<file path="config.mk">
export PLATFORM = sky130hd
export DESIGN_NAME = uart_rx
export DESIGN_NICKNAME = d
export VERILOG_FILES = /design/src/rtl/uart_rx.sv
export SDC_FILE = /design/constraint.sdc
export NUM_CORES = 1
export LEC_CHECK = 0
export ABC_AREA = 0
export BUFFER_PORTS_ARGS = -buffer_cell sky130_fd_sc_hd__buf_2
export CAP_MARGIN = 25
export CORE_UTILIZATION = 55
export CTS_BUF_LIST = sky130_fd_sc_hd__clkbuf_2
export DETAILED_ROUTE_END_ITERATION = 10
export PLACE_DENSITY = 0.74
export RECOVER_POWER = 100
export SYNTH_ARGS = -nofsm -noshare
export SYNTH_HDL_FRONTEND = slang
export SYNTH_SLANG_ARGS = --single-unit
</file>
<file path="constraint.sdc">
create_clock -name clk -period 2.4 [get_ports clk]
set_input_delay 0.12 -clock clk [delete_from_list [all_inputs] [get_ports clk]]
set_output_delay 0.12 -clock clk [all_outputs]
set_load 0.02 [all_outputs]
</file>
<file path="src/rtl/uart_rx.sv">
// uart_rx: 8N1 UART receiver, the receive side of uart_tx with the same bit
// timing (UBRR+1 clocks per bit). It produces a one-clock valid strobe per good
// byte and a one-clock ferr strobe when the stop bit is sampled low.
// Optional build macro UART_RX_MAJORITY_EN: each sample becomes the majority of
// three consecutive synchronised rx values, which rejects single-clock glitches.
module uart_rx #(
  parameter int CLK_HZ = 40000000,
  parameter int BAUD   = 921600,
  parameter int UBRR   = CLK_HZ / BAUD,
  parameter int HALF   = UBRR / 2
) (
  input  logic       clk,
  input  logic       rst,
  input  logic       rx,
  output logic [7:0] dout,
  output logic       valid,
  output logic       ferr,
  output logic       bsy
);

  typedef enum logic [2:0] {
    IDLE,
    START,
    DATA,
    STOP,
    WAIT_HIGH
  } state_t;

  localparam logic [14:0] UBRR_L = 15'(UBRR);
  localparam logic [14:0] HALF_L = 15'(HALF);

  state_t      state;
  logic        sync1;
  logic        rx_s;
  logic [14:0] cnt;
  logic [2:0]  idx;
  logic [7:0]  shreg;
  logic        sample;

  // Two-flop synchroniser bringing the asynchronous line into the clk domain.
  // NOTE: both flops reset to 1 (the idle level) so reset release never looks like a start bit.
  always_ff @(posedge clk or negedge rst) begin
    if (!rst) begin
      sync1 <= 1'b1;
      rx_s  <= 1'b1;
    end else begin
      sync1 <= rx;
      rx_s  <= sync1;
    end
  end

`ifdef UART_RX_MAJORITY_EN
  logic [1:0] hist;

  // History of the two previous rx_s values, used for the 2-of-3 vote.
  always_ff @(posedge clk or negedge rst) begin
    if (!rst) begin
      hist <= 2'b11;
    end else begin
      hist <= {hist[0], rx_s};
    end
  end

  assign sample = (hist[1] & hist[0]) | (hist[1] & rx_s) | (hist[0] & rx_s);
`else
  assign sample = rx_s;
`endif

  // Receive FSM: counter timing, start qualification, data shift and stop check.
  // NOTE: every state register uses non-blocking assignment so all updates see pre-edge values.
  always_ff @(posedge clk or negedge rst) begin
    if (!rst) begin
      state <= IDLE;
      cnt   <= '0;
      idx   <= '0;
      shreg <= '0;
      dout  <= '0;
      valid <= 1'b0;
      ferr  <= 1'b0;
      bsy   <= 1'b0;
    end else begin
      valid <= 1'b0;
      ferr  <= 1'b0;
      if (cnt != 15'd0) cnt <= cnt - 15'd1;

      case (state)
        IDLE: begin
          bsy <= 1'b0;
          if (!rx_s) begin
            cnt   <= HALF_L;
            bsy   <= 1'b1;
            state <= START;
          end
        end

        START: begin
          if (cnt == 15'd0) begin
            if (sample) begin
              // Line went back high before mid-start: treat as noise.
              bsy   <= 1'b0;
              state <= IDLE;
            end else begin
              cnt   <= UBRR_L;
              idx   <= '0;
              state <= DATA;
            end
          end
        end

        DATA: begin
          if (cnt == 15'd0) begin
            shreg <= {sample, shreg[7:1]};
            cnt   <= UBRR_L;
            idx   <= idx + 3'd1;
            if (idx == 3'd7) state <= STOP;
          end
        end

        STOP: begin
          if (cnt == 15'd0) begin
            if (sample) begin
              dout  <= shreg;
              valid <= 1'b1;
              bsy   <= 1'b0;
              state <= IDLE;
            end else begin
              ferr  <= 1'b1;
              state <= WAIT_HIGH;
            end
          end
        end

        WAIT_HIGH: begin
          // A low stop bit may be a break; wait for the line to recover.
          if (rx_s) begin
            bsy   <= 1'b0;
            state <= IDLE;
          end
        end

        default: begin
          bsy   <= 1'b0;
          state <= IDLE;
        end
      endcase
    end
  end

endmodule

</file>
Yosys cells after proc, flatten, opt, wreduce, memory -nomap -nowiden
Index checks and enable logic that the tools add are counted.
{"block": "word_totals", "reg_bits": 42, "elab_cells": 64, "inputBits": 3, "out_inout_bits": 11}
{"block": "op_classes", "add_sub_neg": 2, "n_mux": 28, "bitwise_logic": 1, "reduce_logical": 10, "eq_ne": 13}
{"operator": "2-to-1 mux 15 bit", "n": 5}
{"operator": "one-hot mux 15 bit (3 select lines)", "n": 1}
{"operator": "2-to-1 mux 3 bit", "n": 10}
{"operator": "logical NOT 15 bit", "n": 1}
{"operator": "one-hot mux 3 bit (5 select lines)", "n": 1}
{"operator": "nonzero test 15 bit", "n": 1}
{"operator": "subtractor 15 x 1 -> 15 bit, second input constant", "n": 1}
{"operator": "!= test 2 bit, second input constant", "n": 7}
{"operator": "2-to-1 mux 1 bit", "n": 8}
{"operator": "equality test 3 x 2 -> 1 bit, second input constant", "n": 2}
{"operator": "equality test 3 bit, second input constant", "n": 2}
{"operator": "one-hot mux 3 bit (2 select lines)", "n": 1}
{"operator": "AND reduction 6 bit", "n": 1}
{"operator": "one-hot mux 1 bit (4 select lines)", "n": 1}
{"operator": "AND reduction 2 bit", "n": 2}
{"operator": "AND reduction 4 bit", "n": 1}
{"operator": "adder 3 x 1 -> 3 bit, second input constant", "n": 1}
{"operator": "equality test 3 x 1 -> 1 bit, second input constant", "n": 1}
{"operator": "logical NOT 3 bit", "n": 1}
{"operator": "AND reduction 3 bit", "n": 1}
{"operator": "2-to-1 mux 2 bit", "n": 1}
{"operator": "!= test 2 x 1 -> 1 bit, second input constant", "n": 1}
{"operator": "nonzero test 2 bit", "n": 1}
{"operator": "OR reduction 2 bit", "n": 1}
{"operator": "NOT 1 bit", "n": 1}

Depth between registers and ports, before layout
{"block": "depth", "depth_word": 5, "mapped_depth": 10, "ltp_nobuf": 10}

Least setup slack after synthesis
Ideal clock, no wire load.
{"block": "synth_timing", "kind": "flip-flop to flip-flop", "start": "register cnt[5]", "end": "register cnt[0]", "path_stages_with_launch": 9, "slack_ns": -0.087, "setup_ns": 0.082, "n_path_buf": 0, "t_arrival_ns": 2.405, "synth_period_minus_slack_ns": 2.487, "path_cell_list": "dfrtp_1 or4_2 nor4_4 inv_2 ha_1 inv_1 a21oi_1 o21ai_0 a31oi_1"}
{"block": "synth_between", "elab_chain_len": 5, "elab_cells_between_ends": 8, "classes_between": "mux: 6; reduce/logical: 2"}
{"item": "from (decl)", "line": "35", "rtl": "logic [14:0] cnt;"}
{"item": "from (signal assigned)", "line": "84", "rtl": "if (cnt != 15'd0) cnt <= cnt - 15'd1;"}
{"item": "nonzero test 15 bit", "line": "84"}
{"item": "2-to-1 mux 15 bit", "line": "84"}
{"item": "2-to-1 mux 15 bit", "line": "98", "rtl": "if (sample) begin"}
{"item": "2-to-1 mux 15 bit", "line": "97", "rtl": "if (cnt == 15'd0) begin"}
{"item": "one-hot mux 15 bit (3 select lines) *", "line": "86", "rtl": "case (state)"}
Every way passes the cells marked *; elsewhere a longest branch is shown, timed or not.
A chain may end at the register's enable or synchronous reset.

Worst setup path in the final report
{"block": "layout_timing", "start": "register cnt[0]", "end": "register cnt[0]"}
{"block": "layout_between", "elab_chain_len": 5, "elab_cells_between_ends": 9, "classes_between": "add/sub: 1; mux: 6; reduce/logical: 2"}
{"item": "subtractor 15 x 1 -> 15 bit or nonzero test 15 bit (tied branches)", "line": "84"}
{"item": "2-to-1 mux 15 bit", "line": "84"}
{"item": "2-to-1 mux 15 bit", "line": "98"}
{"item": "2-to-1 mux 15 bit", "line": "97"}
{"item": "one-hot mux 15 bit (3 select lines) *", "line": "86"}
Marks and branches as above.

==> results.cfg <==
[status]
status = complete, no violations

[synth]
yosysTopAreaCell = dfrtp_1
postSynth.asyncResetShare = 1.00
synth_xor_area_frac = 0.00417
syn-num-nets = 192
synth_top_family_by_area = simple AND/OR/NAND/NOR gates
synthDistinctLibCells = 47
synth-compound-area-share = 0.134
synth.cell_area_mm2 = 0.00210
synth_top_area_frac = 0.477
synth.area.top_cells = dfrtp_1, mux2_2, dfstp_2
synthFlopType = dfrtp_1
synth_seq_cells = 42
syn_inst = 185
synth-adder-area-share = 0.0239
synthSimpleGateAreaFrac = 0.193
avgSynthCellArea_um2 = 11.3
synth_edf_count = 0
yosysWarningCount = 0
seq_area_frac_synth = 0.502
muxShareOfSynthArea = 0.104

[critical_path]
rr_worst_depth = 10
crit_path_end_kind = flop
crit_slowest_cell = dfrtp_1
start_kind = flop
reg2reg_to = cnt[0]
cp_max_fo = 5
slowest_delay_ns = 0.47
worst_ep_required_time_ns = 2.76
r2r_setup_slack_ns = 0.07
r2r_start = cnt[0]
worst-setup-path-type = flop to flop
cp_cell_sequence = inv_2, ha_4, or3b_4, nor4_4, inv_2, ha_4, inv_1, a21oi_1, o21ai_1, a31oi_1
arrival_ns = 2.69

[floorplan]
start_util = 0.573
fp.dieW_um = 63.8
fp.coreArea_mm2 = 0.00366
fp.dieH_um = 63.8
num_io_pins = 14
die_area_mm2 = 0.00407
rows = 22

[worst_hold_path]
min_path_type = input port to flop
hold_end = sync1
hold_start = rx
hold_depth = 2

[finish]
multi_input_area_um2 = 993
syn_to_final_growth_pct = 13.3
fin_util = 0.649
layout-drive-gt1-share = 0.304
fillCellCount = 289
nNetsFinal = 220
diodes = 0
regArea_mm2 = 0.00105

[clock_tree]
clock_path_buffers = 2
cts_sinks = 42
h-tree-depth = 2
cts_tree = done
root_buffer = clkbuf_2
clk_latency_ns = 0.41
cts_buffers = 5
path_clk_slew_ns = 0.22

[routing]
drc = 0
drt-total-wl_um = 4020
ant_nets = 0
vias = 1574
viasPerCell = 6.01
wl_per_cell_um = 15.3
drt_iter0_markers = 98
dr.pass1.iters = 4

[global_route]
grt_pass1_wl_um = 6690
grt_max_degree = 43
antenna_found_initial = 0
grt_pass1_vias = 1515
grtUsageTotal = 0.217
grt-ovfl-total = 0

[timing]
whs_ns = 0.317
finalHoldViolCount = 0
tightest_slew_ns = 1.01
slew_viol_final = 0
fin_ws_ns = 0.0749
fin_crit_ns = 2.33
tns_ns = 0
fin_crit_sh = 0.969
relSlewSlack = 0.326
setup_violations = 0
clock_skew_ns = 0.0171
max_freq_ghz = 0.430

[pwr]
power_density_mw_per_mm2 = 980
leakagePower_uw = 0.00110
ir_drop_uv = 511

[place]
place_congestion = 0.823
hpwl_um = 2720
io_buffer_count = 13
dp_slack_ns = 0.104

[job]
cap_viol_max_count = 0
[repair_timing]
| action | CTS | global route |
|---|---|---|
| endpoints found under the setup margin | 0 | 6 |
| buffers inserted | 0 | 8 |
| hold buffers | 2 | 0 |
| endpoints found under the hold margin | 41 | 0 |
| resized for setup | 0 | 5 |
[placed cells by master, fill, tap and decap left out, drive strengths merged, types with 2 or more instances in the layout]
master | synthesis | routed
nand2 | 10 | 10
nor4 | 5 | 5
o21ai | 10 | 10
mux2i | 2 | 2
or4 | 6 | 6
dlygate4sd3 | 0 | 2
mux2 | 17 | 17
nand2b | 4 | 4
dfstp | 2 | 2
nor2 | 11 | 11
a21oi | 8 | 8
clkbuf | 3 | 18
or3 | 7 | 7
and2 | 2 | 2
o31ai | 2 | 2
a22o | 3 | 3
dfrtp | 40 | 40
ha | 4 | 4
buf | 5 | 15
or2 | 2 | 2
inv | 7 | 7
nand3 | 8 | 8
a22oi | 6 | 6
nor3 | 5 | 5
a32o | 2 | 2
[critical path, delay by kind of cell (launching register included)]
family / cells / cell delay, ns
compound gates: 3 / 0.36
fa+ha+maj: 2 / 0.42
buf+inv: 3 / 0.25
flops: 1 / 0.47
simple gates: 2 / 0.78
[power by group]
group | switching, uW | internal (uW) | total [uW] | leakage [uW]
logic | 449 | 432 | 880 | 0.000507
registers | 191 | 846 | 1040 | 0.000552
clock network | 231 | 180 | 411 | 0.0000392
[Yosys cell counts, types with 2 or more instances]
cell type / instances
buf_6: 3
mux2_2: 15
a21oi_1: 8
nor3_1: 5
nand2_1: 10
mux2i_1: 2
or2_2: 2
a22oi_1: 6
nor2_1: 11
o21ai_0: 10
mux2_4: 2
ha_1: 4
or4_1: 3
nand2b_1: 4
dfstp_2: 2
buf_2: 2
nor4_1: 4
clkbuf_1: 3
or4_2: 3
o31ai_1: 2
dfrtp_1: 40
a22o_2: 2
inv_1: 6
nand3_4: 3
or3_1: 6
nand3_1: 5
and2_1: 2
[state kept, by name, indices dropped and copies added, names as in the netlist]
name,flops
sync1,1
dout,8
idx,3
ferr,1
rx_s,1
valid,1
state,3
shreg,8
cnt,15
bsy,1
[routing by layer]
metal | wire (um) | global-route usage
met1 | 1710 | 0.252
met4 | 62 | 0.116
met2 | 2110 | 0.363
met5 | 0 | 0
met3 | 130 | 0.0607
[logic make-up (layout without fill, tap and decap cells)]
group | after synthesis | in the layout
flops | 42 | 42
buf+inv | 15 | 44
compound gates | 40 | 40
fa+ha+maj | 4 | 4
mux | 19 | 19
simple gates | 64 | 64
xor+xnor | 1 | 1
[through the flow]
step	cells	cell area (um2)	power, uW
4_1_cts	254	2320	2250
6_report	262	2380	2330
2_1_floorplan	185	2120	1650
3_3_place_gp	244	2230	1800
5_1_grt	262	2380	2480
3_5_place_dp	244	2230	1830
[how the worst max path moves through the flow]
stage           start      to  slack [ns]  cells after the start
2_1_floorplan  cnt[9]  cnt[0]        0.02                      9
3_3_place_gp   cnt[3]  cnt[0]        0.19                      8
3_5_place_dp   cnt[0]  cnt[0]        0.10                     10
4_1_cts        cnt[0]  cnt[0]        0.06                     10
5_1_grt        cnt[1]  cnt[0]       -0.05                     10
6_report       cnt[0]  cnt[0]        0.07                     10
[cell type report]
cell class	instances	area share
flip-flops and latches	42	0.443
repair buffers	29	0.0742
clock inverters	2	0.0158
multi-input cells	128	0.418
clock buffers	6	0.0126
well taps	48	0.0253
inverters	7	0.0111
(Power assumes the default switching activity.)
